[config.mk]
export PLATFORM = sky130hd
export DESIGN_NAME = updown_counter_mod
export DESIGN_NICKNAME = d
export VERILOG_FILES = /design/src/rtl/updown_counter_mod.sv
export SDC_FILE = /design/constraint.sdc
export NUM_CORES = 1
export LEC_CHECK = 0
export BUFFER_PORTS_ARGS = -buffer_cell sky130_fd_sc_hd__buf_4
export CORE_AREA = 3 3 40 42
export CTS_BUF_LIST = sky130_fd_sc_hd__clkbuf_8
export CTS_CLUSTER_SIZE = 12
export DETAILED_ROUTE_END_ITERATION = 7
export DIE_AREA = 0 0 43 45
export MAX_ROUTING_LAYER = met4
export PLACE_DENSITY = 0.72
export SETUP_SLACK_MARGIN = 0.05
export SKIP_LAST_GASP = 1
export SLEW_MARGIN = 25
export SYNTH_ARGS = -nofsm -noshare
export SYNTH_HDL_FRONTEND = slang
export SYNTH_SLANG_ARGS = --single-unit
export TNS_END_PERCENT = 30
[constraint.sdc]
create_clock -name clk -period 2.64 [get_ports clk]
set_clock_uncertainty 0.1 [all_clocks]
set_input_delay 0.528 -clock clk [delete_from_list [all_inputs] [get_ports clk]]
set_output_delay 0.528 -clock clk [all_outputs]
set_load 0.01 [all_outputs]
[src/rtl/updown_counter_mod.sv]
// Parametrised up/down counter with programmable modulus, variable step,
// parallel load, and wrap or saturate overflow handling with ovf/unf pulses.
module updown_counter_mod #(
    parameter int                WIDTH    = 4,
    parameter longint unsigned   MAX_VAL  = (64'd1 << WIDTH) - 64'd1,
    parameter bit                SATURATE = 1'b0
) (
    input  logic             clk,
    input  logic             rst,
    input  logic             enable,
    input  logic             up_down,
    input  logic             count_load,
    input  logic [WIDTH-1:0] load_value,
    input  logic [WIDTH-1:0] step,
    output logic [WIDTH-1:0] count,
    output logic             ovf,
    output logic             unf,
    output logic             is_max,
    output logic             is_zero
);

    localparam logic [WIDTH-1:0] MAX_W   = WIDTH'(MAX_VAL);
    localparam logic [WIDTH:0]   MAX_EXT = (WIDTH+1)'(MAX_VAL);
    localparam logic [WIDTH:0]   MOD_EXT = MAX_EXT + 1'b1;

    logic [WIDTH-1:0] count_q, count_d;
    logic             ovf_q, ovf_d;
    logic             unf_q, unf_d;

    logic [WIDTH:0]   cnt_ext;
    logic [WIDTH:0]   step_ext;
    logic [WIDTH:0]   s_eff;
    logic [WIDTH:0]   sum_up;
    logic             up_cross;
    logic             dn_cross;

    // One extra bit of headroom keeps count+s and count+modulus exact.
    always_comb begin
        cnt_ext  = {1'b0, count_q};
        step_ext = {1'b0, step};
        s_eff    = (step_ext > MAX_EXT) ? MAX_EXT : step_ext;
        sum_up   = cnt_ext + s_eff;
        up_cross = (sum_up > MAX_EXT);
        dn_cross = (s_eff > cnt_ext);
    end

    always_comb begin
        count_d = count_q;
        ovf_d   = 1'b0;
        unf_d   = 1'b0;
        if (count_load) begin
            count_d = (load_value > MAX_W) ? MAX_W : load_value;
        end else if (enable && (s_eff != '0)) begin
            if (up_down) begin
                if (!up_cross) begin
                    count_d = WIDTH'(sum_up);
                end else begin
                    ovf_d   = 1'b1;
                    count_d = SATURATE ? MAX_W : WIDTH'(sum_up - MOD_EXT);
                end
            end else begin
                if (!dn_cross) begin
                    count_d = WIDTH'(cnt_ext - s_eff);
                end else begin
                    unf_d   = 1'b1;
                    count_d = SATURATE ? '0 : WIDTH'(cnt_ext + MOD_EXT - s_eff);
                end
            end
        end
    end

    always_ff @(posedge clk) begin
        if (rst) begin
            count_q <= '0;
            ovf_q   <= 1'b0;
            unf_q   <= 1'b0;
        end else begin
            count_q <= count_d;
            ovf_q   <= ovf_d;
            unf_q   <= unf_d;
        end
    end

    assign count   = count_q;
    assign ovf     = ovf_q;
    assign unf     = unf_q;
    assign is_max  = (count_q == MAX_W);
    assign is_zero = (count_q == '0);

endmodule
==> key figures <==
Die
  • Core area: 1280 um2
  • Chip height: 45 um
  • Row cnt: 13
  • Die ar.: 1940 um2
  • IO Pins: 21
  • Die W: 43 um
  • Starting Density: 41.6%

Yosys
  • Yosys warning total: 0
  • Post-Syn Instances: 65
  • Mapped Area: 534 um2
  • Fraction of the yosys area taken by sequential cells: 22.5%
  • Flops & latches, synth: 6
  • Synth cell count leaders: nor2_1, inv_1, ha_1, a21oi_1, dfxtp_1
  • Async SR Flop Fraction: 0%
  • Yosys top cell area share: 22.5%
  • Avg Cell Area, Syn: 8.22 um2
  • EDFF count, synth: 0
  • Distinct cell type count after synthesis: 22
  • Primary FF master, synth: dfxtp_1
  • Synth area leader: dfxtp_1
  • Syn nets: 88
  • Top post-synthesis cells by area: dfxtp_1, ha_1, fa_1
  • Top-count cell post-synth: nor2_1

Cells and area
  • Final Net Count: 111
  • Share of layout cells above drive strength 1: 27.9%
  • Synth-to-Final Area Change: 37.0%
  • Ant diodes: 0
  • Fin util: 57.0%

Drt
  • Via-per-instance ratio: 5.13
  • Final WL: 1260 um
  • TritonRoute pass-1 iters: 3
  • # DRC: 0
  • Vias: 518
  • Routed wire per std cell: 12.5 um
  • 1st-iter DRT viols: 5
  • Antenna Nets Post-Route: 0

GRT
  • First-pass GRT wire length: 2150 um
  • Number of global-route vias before repair: 528
  • Total grt overflow: 0
  • Largest net degree at the start of global routing: 10
  • Global routing usage summed across all routing layers: 15.1%
  • Initial antenna violation count: 0

Critical path
  • CP Capture Type: flop
  • CP Max Fanout: 3
  • Crit path required time: 2.70 ns
  • Critical path type: in -> reg
  • Critical path data arrival time: 1.94 ns
  • Reg2reg path depth: 8
  • CP Launch Type: input pin

Clock network
  • Post-CTS resize count: 0
  • Setup Buffers After CTS: 0
  • TritonCTS buffer count: 3
  • H-tree levels: 1
  • Worst-path clk slew: 0.04 ns
  • Num Clock Sinks: 6
  • CTS tree: yes
  • Clk_lat worst skew: 0.22 ns
  • Worst-case clock buffer depth: 2
  • Hold_buf cts: 0
  • Clk root buf: clkbuf_8

Timing
  • Tmin final: 1.88 ns
  • Setup ws final: 0.763 ns
  • Crit share post-route: 71.1%
  • Relative slew margins: 72.3%
  • Final setup fails: 0
  • Fin. max-slew vios: 0
  • Hold Fails Final Rpt: 0
  • RSZ-0062 raised after global routing: false
  • Least-Margin Pin Slew: 0.405 ns
  • Fmax: 533 MHz
  • Fin Setup TNS: 0 ns
  • Final hold slack: 0.421 ns

Placed design
  • Gp weighted congestion: 0.778
  • PortBufs: 20
  • Detailed placer's ending HPWL: 1040 um
  • Dpl ws: 0.526 ns

Power and ir drop
  • Logic gate share of total power: 30.1%
  • Pwr dens: 467 nW/um2
  • Leakage power: 0.359 nW
  • VDD IR-drop max: 0.000468 V
  • Internal Power: 246 uW
  • Switching power: 95.7 uW
  • Switching share of power: 28.0%
  • Clk pwr share: 38.8%
  • Seq pwr share: 31.1%

Hold path
  • Hold Path Stages: 2
  • Worst Hold Class: in -> reg

Run
  • Max-Cap Viols: 0

Outcome
  • Status: finished, final reports clean
sequential cells by signal, summed over array words and instances (netlist names):
name,cells
count,4
ovf,1
unf,1
layout by cell type, fill, tap and decap left out:
cell       synthesis  final
a2111oi_0          1      1
a211oi_1           3      3
a21oi_1            7      7
a31oi_1            1      1
buf_4              1     20
clkbuf_8           0      3
dfxtp_1            6      6
fa_1               2      2
ha_1               8      8
inv_1              9      9
mux2i_1            1      1
nand2_1            2      2
nor2_1            10     10
nor3_1             3      3
nor4_1             1      1
nor4b_1            1      1
o21ai_0            3      3
o21bai_1           1      1
o311ai_0           1      1
o41a_4             1      1
xnor2_1            1      1
xor2_1             1      1
logic make-up after synthesis:
group | count (synthesis) | share of synthesized area, %
fa+ha+maj | 10 | 26.2
compound gates | 18 | 23.4
flops | 6 | 22.5
mux | 1 | 1.87
buf+inv | 11 | 8.66
simple gates | 17 | 14.1
xor+xnor | 2 | 3.28
worst max-delay path, cell delays in order:
cell and delay [ns]:
buf_4 0.12, ha_1 0.23, fa_1 0.41, mux2i_1 0.18, xnor2_1 0.08, a211oi_1 0.24
a21oi_1 0.06, nor2_1 0.08
power groups by stage:
stage	combinational (mW)	sequential (mW)	clock (mW)
floorplan	0.0590	0.108	0
global placement	0.101	0.108	0
detailed placement	0.104	0.108	0
CTS	0.105	0.106	0.135
global route	0.117	0.108	0.142
finish	0.103	0.106	0.133
stage by stage:
stage	power (mW)	instance area, um2	instances
after floorplan	0.167	534	65
after global placement	0.209	691	98
after detailed placement	0.212	691	98
after CTS	0.346	732	101
after global routing	0.367	732	101
final	0.342	732	101
worst paths after layout:
check | to | slack (ns) | start
worst max register to register | count[2]$_SDFFE_PP0P_ | 0.80 | count[0]$_SDFFE_PP0P_
worst max-delay path | count[2]$_SDFFE_PP0P_ | 0.76 | step[0]
worst min register to register | unf$_SDFF_PP0_ | 0.61 | count[3]$_SDFFE_PP0P_
worst min-delay path | count[2]$_SDFFE_PP0P_ | 0.42 | rst
metal layers:
metal / vias to the layer above / routed length, um / track usage [%]
li1: 271 / - / -
met1: 225 / 562 / 17.0
met2: 20 / 570 / 24.9
met3: 2 / 110 / 6.77
met4: 0 / 16 / 3.61
met5: - / 0 / -
final cells by class:
class                      count  area [um2]
sequential                     6         120
tap                           15        18.8
inverter                       9        33.8
clock buffer                   3        41.3
timing repair buffer          20         150
multi-input combinational     48         368
fill                         119         553
Note: power is estimated with default switching activity, not from simulation.
